[config.mk]
export PLATFORM = sky130hd
export DESIGN_NAME = stall_ctrl
export DESIGN_NICKNAME = d
export VERILOG_FILES = /design/src/rtl/stall_ctrl_pkg.sv /design/src/rtl/stall_ctrl_md_busy_cnt.sv /design/src/rtl/stall_ctrl.sv
export SDC_FILE = /design/constraint.sdc
export NUM_CORES = 1
export LEC_CHECK = 0
export CORE_MARGIN = 3
export CORE_UTILIZATION = 51
export DETAILED_ROUTE_END_ITERATION = 8
export GPL_TIMING_DRIVEN = 0
export HOLD_SLACK_MARGIN = 0.12
export PLACE_DENSITY = 0.92
export SYNTH_ARGS = -nofsm -noshare
export SYNTH_HDL_FRONTEND = slang
export SYNTH_SLANG_ARGS = --single-unit
export TNS_END_PERCENT = 50
[constraint.sdc]
create_clock -name clk -period 5.46 [get_ports clk]
set_input_delay 1.365 -clock clk [delete_from_list [all_inputs] [get_ports clk]]
set_output_delay 1.365 -clock clk [all_outputs]
set_load 0.02 [all_outputs]
[src/rtl/stall_ctrl_pkg.sv]
// Shared definitions for the MIPS hazard/stall controller: MDU latencies,
// the "operand not used" Tuse encoding, Tnew values per instruction class,
// and small helpers shared by the controller and its sub-blocks.
package stall_ctrl_pkg;

  // Default multiply/divide unit occupancy, in cycles after the start edge.
  localparam int MULT_CYCLES_DEF = 5;
  localparam int DIV_CYCLES_DEF  = 10;
  localparam int CNT_W_DEF       = 4;

  // Register number of the hard-wired zero register.
  localparam logic [4:0] REG_ZERO = 5'd0;

  // Tuse encoding: 3 means the D-stage instruction does not read the operand.
  // Tnew never exceeds 2, so "tuse < tnew" can never be true for it.
  localparam logic [1:0] TUSE_NONE = 2'd3;

  // Tnew per instruction class and stage.
  localparam logic [1:0] TNEW_ALU_E  = 2'd1;
  localparam logic [1:0] TNEW_LOAD_E = 2'd2;
  localparam logic [1:0] TNEW_LOAD_M = 2'd1;
  localparam logic [1:0] TNEW_READY  = 2'd0;

  // Kind of operation launched into the multiply/divide unit.
  typedef enum logic {
    MD_MULT = 1'b0,
    MD_DIV  = 1'b1
  } md_op_e;

  // One producer/consumer register-dependency check.
  // A stall is needed when the producer writes the register the consumer
  // reads, the register is not $0, and the value will not be forwardable
  // by the time the consumer needs it.
  function automatic logic reg_hazard(
    input logic [4:0] prod_a3,
    input logic       prod_we,
    input logic [1:0] prod_tnew,
    input logic [4:0] cons_src,
    input logic [1:0] cons_tuse
  );
    return prod_we
        && (prod_a3 == cons_src)
        && (cons_src != REG_ZERO)
        && (cons_tuse < prod_tnew);
  endfunction

  // 32-bit increment that sticks at all-ones instead of wrapping.
  function automatic logic [31:0] sat_inc32(input logic [31:0] value);
    return (value == 32'hFFFF_FFFF) ? value : value + 32'd1;
  endfunction

endpackage

[src/rtl/stall_ctrl_md_busy_cnt.sv]
// Multiply/divide unit busy window. A start pulse loads the occupancy of the
// launched operation; the counter then runs down to zero and busy is high
// while it is non-zero. A new start always reloads, abandoning any
// operation still in flight.
module md_busy_cnt
  import stall_ctrl_pkg::*;
#(
  parameter int MULT_CYCLES = MULT_CYCLES_DEF,
  parameter int DIV_CYCLES  = DIV_CYCLES_DEF,
  parameter int CNT_W       = CNT_W_DEF
) (
  input  logic clk,
  input  logic reset,
  input  logic start,
  input  logic isDiv,
  output logic busy
);

  localparam logic [CNT_W-1:0] MULT_LOAD = CNT_W'(MULT_CYCLES);
  localparam logic [CNT_W-1:0] DIV_LOAD  = CNT_W'(DIV_CYCLES);
  localparam logic [CNT_W-1:0] CNT_ONE   = CNT_W'(1);
  localparam logic [CNT_W-1:0] CNT_ZERO  = '0;

  logic [CNT_W-1:0] cnt_q;
  logic [CNT_W-1:0] cnt_d;
  md_op_e           op_kind;

  assign op_kind = isDiv ? MD_DIV : MD_MULT;

  // Next count: a start reloads with priority, otherwise run down to zero.
  always_comb begin
    cnt_d = cnt_q;
    if (start) begin
      cnt_d = (op_kind == MD_DIV) ? DIV_LOAD : MULT_LOAD;
    end else if (cnt_q != CNT_ZERO) begin
      cnt_d = cnt_q - CNT_ONE;
    end
  end

  // Countdown register; reset wins over a simultaneous start.
  always_ff @(posedge clk) begin
    if (reset) begin
      cnt_q <= CNT_ZERO;
    end else begin
      cnt_q <= cnt_d;
    end
  end

  assign busy = (cnt_q != CNT_ZERO);

endmodule

[src/rtl/stall_ctrl.sv]
// Hazard and stall controller for the 5-stage MIPS pipeline. Compares the
// D-stage operand deadlines (Tuse) against the forwarding readiness (Tnew)
// of E and M, blocks MDU instructions while the multiply/divide unit is
// occupied, and keeps a saturating count of stalled cycles.
module stall_ctrl
  import stall_ctrl_pkg::*;
#(
  parameter int MULT_CYCLES = MULT_CYCLES_DEF,
  parameter int DIV_CYCLES  = DIV_CYCLES_DEF,
  parameter int CNT_W       = CNT_W_DEF
) (
  input  logic        clk,
  input  logic        reset,
  input  logic [4:0]  D_rs,
  input  logic [4:0]  D_rt,
  input  logic [1:0]  D_TuseRs,
  input  logic [1:0]  D_TuseRt,
  input  logic        D_useMd,
  input  logic [4:0]  E_A3,
  input  logic        E_RegWrite,
  input  logic [1:0]  E_Tnew,
  input  logic [4:0]  M_A3,
  input  logic        M_RegWrite,
  input  logic [1:0]  M_Tnew,
  input  logic        E_start,
  input  logic        E_isDiv,
  output logic        stall,
  output logic        flush_E,
  output logic        busy,
  output logic [31:0] stall_count
);

  logic        hz_e_rs;
  logic        hz_e_rt;
  logic        hz_m_rs;
  logic        hz_m_rt;
  logic        hz_md;
  logic        md_busy;
  logic [31:0] stall_cnt_q;
  logic [31:0] stall_cnt_d;

  // MDU occupancy window.
  md_busy_cnt #(
    .MULT_CYCLES (MULT_CYCLES),
    .DIV_CYCLES  (DIV_CYCLES),
    .CNT_W       (CNT_W)
  ) u_md_busy_cnt (
    .clk   (clk),
    .reset (reset),
    .start (E_start),
    .isDiv (E_isDiv),
    .busy  (md_busy)
  );

  // Register dependencies of the D instruction on the E and M producers.
  always_comb begin
    hz_e_rs = reg_hazard(E_A3, E_RegWrite, E_Tnew, D_rs, D_TuseRs);
    hz_e_rt = reg_hazard(E_A3, E_RegWrite, E_Tnew, D_rt, D_TuseRt);
    hz_m_rs = reg_hazard(M_A3, M_RegWrite, M_Tnew, D_rs, D_TuseRs);
    hz_m_rt = reg_hazard(M_A3, M_RegWrite, M_Tnew, D_rt, D_TuseRt);
  end

  // An MDU instruction in D must wait while the unit is occupied, including
  // the cycle in which an operation is just launching from E.
  assign hz_md = D_useMd & (md_busy | E_start);

  // Freeze PC and IF/ID and bubble ID/EX in the same cycle as the hazard.
  assign stall   = hz_e_rs | hz_e_rt | hz_m_rs | hz_m_rt | hz_md;
  assign flush_E = stall;
  assign busy    = md_busy;

  // Next stall count: one more per stalled cycle, sticking at all-ones.
  always_comb begin
    stall_cnt_d = stall_cnt_q;
    if (stall) begin
      stall_cnt_d = sat_inc32(stall_cnt_q);
    end
  end

  // Stall-cycle counter register.
  always_ff @(posedge clk) begin
    if (reset) begin
      stall_cnt_q <= 32'd0;
    end else begin
      stall_cnt_q <= stall_cnt_d;
    end
  end

  assign stall_count = stall_cnt_q;

endmodule

==> impl_metrics.py, run 1 <==
metrics = {
    "worst_setup_path": {
        "r2r-end": "stall_count[31]",
        "critPathMaxStageDelay_ns": 0.62,
        "end_kind": "output port",
        "cp.required_ns": 4.09,
        "reg2reg_depth": 11,
        "worst-r2r-setup-slack_ns": 2.92,
        "critPathSlowestCell": "clkdlybuf4s50_1",
        "r2r-start": "u_md_busy_cnt.cnt_q[0]",
        "worst_ep_arrival_time_ns": 3.90,
        "crit_path_cell_trace": "clkdlybuf4s50_1 -> inv_1 -> ha_1 -> nor4_1 -> nand4_1 -> a21boi_2 -> nor2_2 -> buf_4 -> inv_1 -> clkdlybuf4s50_1",
        "path_max_fanout": 19,
        "cp-start-kind": "primary input",
        "critical_path_class": "primary input to output port",
    },
    "global_route": {
        "grt_max_degree": 20,
        "track_usage_pct": 25.4,
        "grt_overflow": 0,
        "antenna_found_initial": 0,
        "grt_pass1_vias": 2356,
        "grt_pass1_wl_um": 10900,
    },
    "yosys": {
        "syn_nets": 328,
        "async_reset_ff_share_pct": 0,
        "ys_warn_count": 0,
        "synth_seq_cells": 36,
        "synth_edf_count": 0,
        "yosysUniqueCellTypes": 54,
        "syn_area_sq_um": 2350,
        "ys_seq_area_share_pct": 30.6,
        "synthCells": 286,
        "syn_avg_cell_area_sq_um": 8.23,
        "ys.flop_type": "dfxtp_1",
    },
    "cells_and_area": {
        "nNetsFinal": 405,
        "synthToLayoutAreaGrowth_pct": 37.3,
        "final_core_util_pct": 73.2,
        "n_antenna_cell": 0,
        "final_layout_size_suffix_gt1_share_pct": 10.7,
    },
    "place": {
        "dp_hpwl_um": 4970,
        "io_buffers": 69,
        "globalplace.congestion": 0.886,
        "place_ws_ns": -0.512,
    },
    "cts": {
        "clock_path_buffers": 2,
        "cts_tree": "yes",
        "clk_latency_ns": 0.30,
        "root_buffer": "clkbuf_8",
        "cts.reportedPaths.clkPinSlew_ns": 0.07,
        "cts_max_level": 2,
        "cts_buffers": 5,
        "hold_buffers": 0,
        "cts_sinks": 36,
    },
    "sta": {
        "fin_crit_sh_pct": 96.4,
        "fmax_ghz": 0.190,
        "fin_skew_ns": 0.00711,
        "setup_viol": 0,
        "setup_slack_ns": 0.199,
        "relSlewSlack_pct": 51.8,
        "fin_crit_ns": 5.26,
        "drv_slew": 0,
        "hold_violations": 0,
        "setup_tns_ns": 0,
        "rsz0062_at_grt": "false",
        "max_slew.worst_pin.slew_ns": 0.712,
    },
    "status": {
        "outcome": "finished, final reports clean",
    },
    "power": {
        "power_mw": 0.601,
        "leakage_nw": 1.15,
        "ir_worst_vdd_v": 0.000183,
        "p_per_area_nw_per_um2": 186,
    },
    "floorplanning": {
        "die_h_um": 74.0,
        "die_w_um": 74.0,
        "ios": 70,
        "core_sq_um": 4410,
        "dieArea_sq_um": 5470,
        "initial_utilization_pct": 53.3,
        "rows": 24,
    },
    "hold_path": {
        "hold_end": "stall_count[18]",
        "min_path_cells": 2,
        "hold_class": "flop to flop",
        "min_from": "stall_count[18]",
    },
    "drt": {
        "wire_per_inst_um": 15.8,
        "routed_wirelength_um": 6560,
        "drc": 0,
        "first_pass_iters": 4,
        "ant_nets": 0,
        "vias_per_cell": 5.95,
        "first_iter_violations": 152,
        "via_count": 2474,
    },
    "run": {
        "cap_viol_max_count": 0,
    },
}
-- cell families after synthesis --
family | share of synthesized area, %
AND/OR/NAND/NOR | 31.2
multiplexers | 4.78
buffers and inverters | 4.99
flip-flops | 30.6
adder cells (fa/ha/maj) | 3.72
XOR/XNOR | 8.93
AO/OA/AOI/OAI | 15.7
-- routing by layer --
metal | global-route usage [%] | vias to the layer above | part of all wire (%)
met5 | 0 | - | 0
met4 | 10.1 | 0 | 1.6
met3 | 4.73 | 10 | 7.4
met2 | 43.8 | 94 | 51
met1 | 31.2 | 1169 | 40
li1 | - | 1201 | -
-- through the flow --
stage / hold slack [ns] / instances / cell area [sq um]
global placement: 0.489 / 407 / 3110
floorplan: 0.559 / 286 / 2350
CTS: 0.510 / 415 / 3220
detailed placement: 0.500 / 407 / 3110
finish: 0.514 / 416 / 3230
global route: 0.560 / 416 / 3230
-- cell usage after synthesis, drive strengths merged, types with 2 or more instances --
cell type | count | area share (%)
o31ai | 11 | 3.5
and2 | 3 | 0.80
nand4 | 11 | 2.9
xor2 | 19 | 7.1
nor2b | 9 | 2.4
or3 | 7 | 2.1
o21ai | 10 | 2.1
mux2 | 10 | 4.8
clkbuf | 7 | 1.1
o211ai | 3 | 1.2
and3 | 3 | 0.85
nand2b | 3 | 0.80
xnor2 | 5 | 1.9
a211oi | 3 | 0.96
nor3 | 11 | 2.8
or4 | 11 | 3.7
a21oi | 19 | 4.0
nand3 | 10 | 2.7
nand2 | 18 | 3.0
dfxtp | 36 | 31
ha | 7 | 3.7
and4 | 4 | 1.6
o31a | 2 | 0.74
nor4 | 7 | 1.9
buf | 7 | 2.3
o21a | 3 | 0.96
inv | 10 | 1.6
nor2 | 26 | 4.1
-- placed cells by master, fill, tap and decap left out, types with 10 or more instances in the layout --
master and instances:
a21oi_1 19, o31ai_1 11, nand4_1 11, xor2_1 19
clkdlybuf4s50_1 68, inv_1 10, nor3_1 10, nand2_1 17
dfxtp_1 36, nor2_1 25
-- worst max path at each step --
stage | start | endpoint | slack, ns
finish | E_Tnew[1] | flush_E | 0.20
floorplan | M_Tnew[1] | stall | 0.88
global placement | M_Tnew[1] | stall | -0.52
global route | M_Tnew[1] | flush_E | 0.03
detailed placement | E_Tnew[1] | stall | -0.51
CTS | E_Tnew[1] | stall | 0.07
-- critical path, delay by kind of cell --
| kind | cells | cell delay (ns) |
|---|---|---|
| buf+inv | 5 | 1.51 |
| simple gates | 3 | 0.61 |
| compound gates | 1 | 0.22 |
| fa+ha+maj | 1 | 0.19 |
-- sequential cells by signal, indices dropped and copies added (netlist names) --
name                 flops
stall_count             32
u_md_busy_cnt.cnt_q      4
-- layout make-up --
class                           instances  area (sq um)
Multi-Input combinational cell        226          1520
Fill cell                             336          1180
Sequential cell                        36           721
Timing Repair Buffer                   72           716
Clock buffer                            6          82.6
Buffer                                 12          75.1
Tap cell                               52          65.1
Inverter                               10          37.5
Clock inverter                          2          13.8
-- repair_timing --
item                                    4_1_cts  5_1_grt
pin swaps                                     2        1
endpoints found under the setup margin        2        2
endpoints found under the hold margin         0        0
resized for setup                             2        2
buffers inserted                              2        1
-- where the power goes --
group | total [mW] | internal (mW) | switching [mW]
registers | 0.272 | 0.267 | 0.00486
logic | 0.123 | 0.0603 | 0.0628
clock network | 0.206 | 0.103 | 0.103
No activity file was read; power rests on OpenSTA's default activity.
==> run 2, diff against run 1 <==
- CORE_UTILIZATION: 51 -> 43
- PLACE_DENSITY: 0.92 -> 0.83
- clock period: 5.46 -> 4.5 ns (I/O delays scaled with it)
==> run 2 against run 1 <==
Critical path depth rose by 1. Core utilization fell by 9.4 points. Total power rose by 47%. Clock power rose by 95%. Cell count rose by 4.3%. Global-route usage fell by 3.8 points. Clock skew fell by 0.0031 ns. First-iteration DRC count rose by 9.2%. Worst setup slack got worse by 0.079 ns. Hold slack improved by 0.013 ns. Via count rose by 1.6%. Sequential power rose by 21%.
==> impl_metrics.py, run 2 (synthesis gave the netlist of run 1 again) <==
metrics = {
    "floorplanning": {
        "dieArea_sq_um": 6400,
        "core_sq_um": 5200,
        "initial_utilization_pct": 45.2,
        "rows": 26,
        "die_h_um": 80,
        "die_w_um": 80,
        "ios": 70,
    },
    "place": {
        "globalplace.congestion": 0.839,
        "io_buffers": 69,
        "dp_hpwl_um": 5140,
        "place_ws_ns": -1.01,
        "placed_cells": 425,
    },
    "cells_and_area": {
        "layout_common_cells": "clkdlybuf4s50_1 (67), dfxtp_1 (36), nor2_1 (25)",
        "final_core_util_pct": 63.9,
        "fillerInstances": 433,
        "fin_cells": 434,
        "final_common_cell": "clkdlybuf4s50_1",
        "final_layout_size_suffix_gt1_share_pct": 11.3,
        "synthToLayoutAreaGrowth_pct": 41.2,
        "nNetsFinal": 405,
        "n_antenna_cell": 0,
        "largest_register_ff_count": 32,
    },
    "sta": {
        "drv_slew": 0,
        "max_slew.worst_pin.slew_ns": 0.749,
        "fin_crit_sh_pct": 97.3,
        "fin_skew_ns": 0.00396,
        "hold_violations": 0,
        "setup_slack_ns": 0.120,
        "rsz0062_at_grt": "false",
        "fmax_ghz": 0.228,
        "fin_crit_ns": 4.38,
        "setup_viol": 0,
        "relSlewSlack_pct": 49.4,
    },
    "worst_setup_path": {
        "cp.required_ns": 3.38,
        "end_kind": "output port",
        "cp-start-kind": "primary input",
        "reg2reg_depth": 11,
        "critical_path_class": "primary input to output port",
        "r2r-end": "stall_count[31]",
        "path_max_fanout": 19,
        "worst-r2r-setup-slack_ns": 1.92,
        "worst_ep_arrival_time_ns": 3.25,
        "startpoint": "M_Tnew[1]",
        "r2r-start": "u_md_busy_cnt.cnt_q[0]",
    },
    "run": {
        "cap_viol_max_count": 0,
    },
    "global_route": {
        "grt_pass1_vias": 2437,
        "met1_usage_pct": 27.5,
        "grtUsageMet3_pct": 3.05,
        "grtUsageMet2_pct": 37.6,
        "antenna_found_initial": 0,
        "track_usage_pct": 21.6,
        "grt_overflow": 0,
        "grt_pass1_wl_um": 11200,
        "top_usage_layer": "met2",
        "grt_max_degree": 20,
    },
    "power": {
        "leakage_nw": 1.17,
        "ir_worst_vdd_v": 0.000172,
        "p_per_area_nw_per_um2": 265,
    },
    "hold_path": {
        "hold_class": "flop to flop",
        "min_path_cells": 2,
        "hold_end": "stall_count[3]",
        "min_from": "stall_count[3]",
    },
    "cts": {
        "cts_sinks": 36,
        "clk_latency_ns": 0.29,
        "root_buffer": "clkbuf_8",
        "cts.reportedPaths.clkPinSlew_ns": 0.08,
        "clock_path_buffers": 2,
        "cts_max_level": 2,
        "cts_tree": "yes",
        "cts_buffers": 5,
    },
    "status": {
        "outcome": "finished, final reports clean",
    },
    "drt": {
        "via_count": 2513,
        "ant_nets": 0,
        "vias_per_cell": 5.79,
        "drc": 0,
        "wire_per_inst_um": 15.9,
        "routed_wirelength_um": 6900,
        "first_pass_iters": 4,
        "first_iter_violations": 166,
    },
}
[run 2: cell count changes in the layout (fill, tap and decap cells not counted), sizes merged]
cell and delta:
clkdlybuf4s50 -1, clkinv -1, dlymetal6s2s -1, dlygate4sd2 +1
bufinv +3, inv -1
[run 2: layout make-up]
| class | count | area (sq um) | share of cell area [%] |
|---|---|---|---|
| clock buffer | 5 | 68.8 | 2.07 |
| timing repair buffer | 72 | 707 | 21.3 |
| sequential | 36 | 721 | 21.7 |
| buffer | 12 | 78.8 | 2.37 |
| multi-input combinational | 226 | 1530 | 46.1 |
| tap | 70 | 87.6 | 2.63 |
| clock inverter | 3 | 90.1 | 2.71 |
| inverter | 10 | 37.5 | 1.13 |
[run 2: worst max-delay path, stage by stage]
cell,delay (ns)
clkdlybuf4s50_1,0.47
inv_1,0.06
ha_1,0.26
a211oi_1,0.21
nand4_1,0.12
o211ai_1,0.18
buf_4,0.16
nor2_4,0.07
buf_6,0.17
inv_1,0.09
dlygate4sd2_1,0.33
[run 2: metrics by stage]
step	setup TNS, ns	cell area (sq um)	power, mW	hold slack, ns
floorplan	0	2350	0.412	0.559
global placement	-1.90	3130	0.479	0.479
detailed placement	-1.91	3130	0.483	0.489
CTS	0	3320	0.879	0.519
global route	0	3320	0.914	0.555
finish	0	3320	0.881	0.528
[run 2: report_power, final]
group          internal (mW)  total [mW]  switching, mW
logic                 0.0727       0.150         0.0773
clock network          0.277       0.401          0.123
registers              0.324       0.330        0.00606
[run 2: repair_timing]
item	CTS	global route
endpoints found under the hold margin	0	0
gates cloned	0	0
setup endpoints to repair	2	2
setup buffers	2	1
pin swaps	2	2
hold buffers	0	0
gates resized for setup	8	2
[run 2: per-layer routing]
metal	vias up	wire, um
met3	13	398
met4	0	128
met1	1196	3020
met5	-	0
li1	1206	-
met2	98	3350
[run 2: worst max-delay path by stage]
stage	to	cells past startpoint	slack [ns]
2_1_floorplan	stall	11	0.40
3_3_place_gp	stall	13	-0.99
3_5_place_dp	stall	13	-1.01
4_1_cts	stall	11	0.02
5_1_grt	flush_E	11	0.04
6_report	flush_E	11	0.12
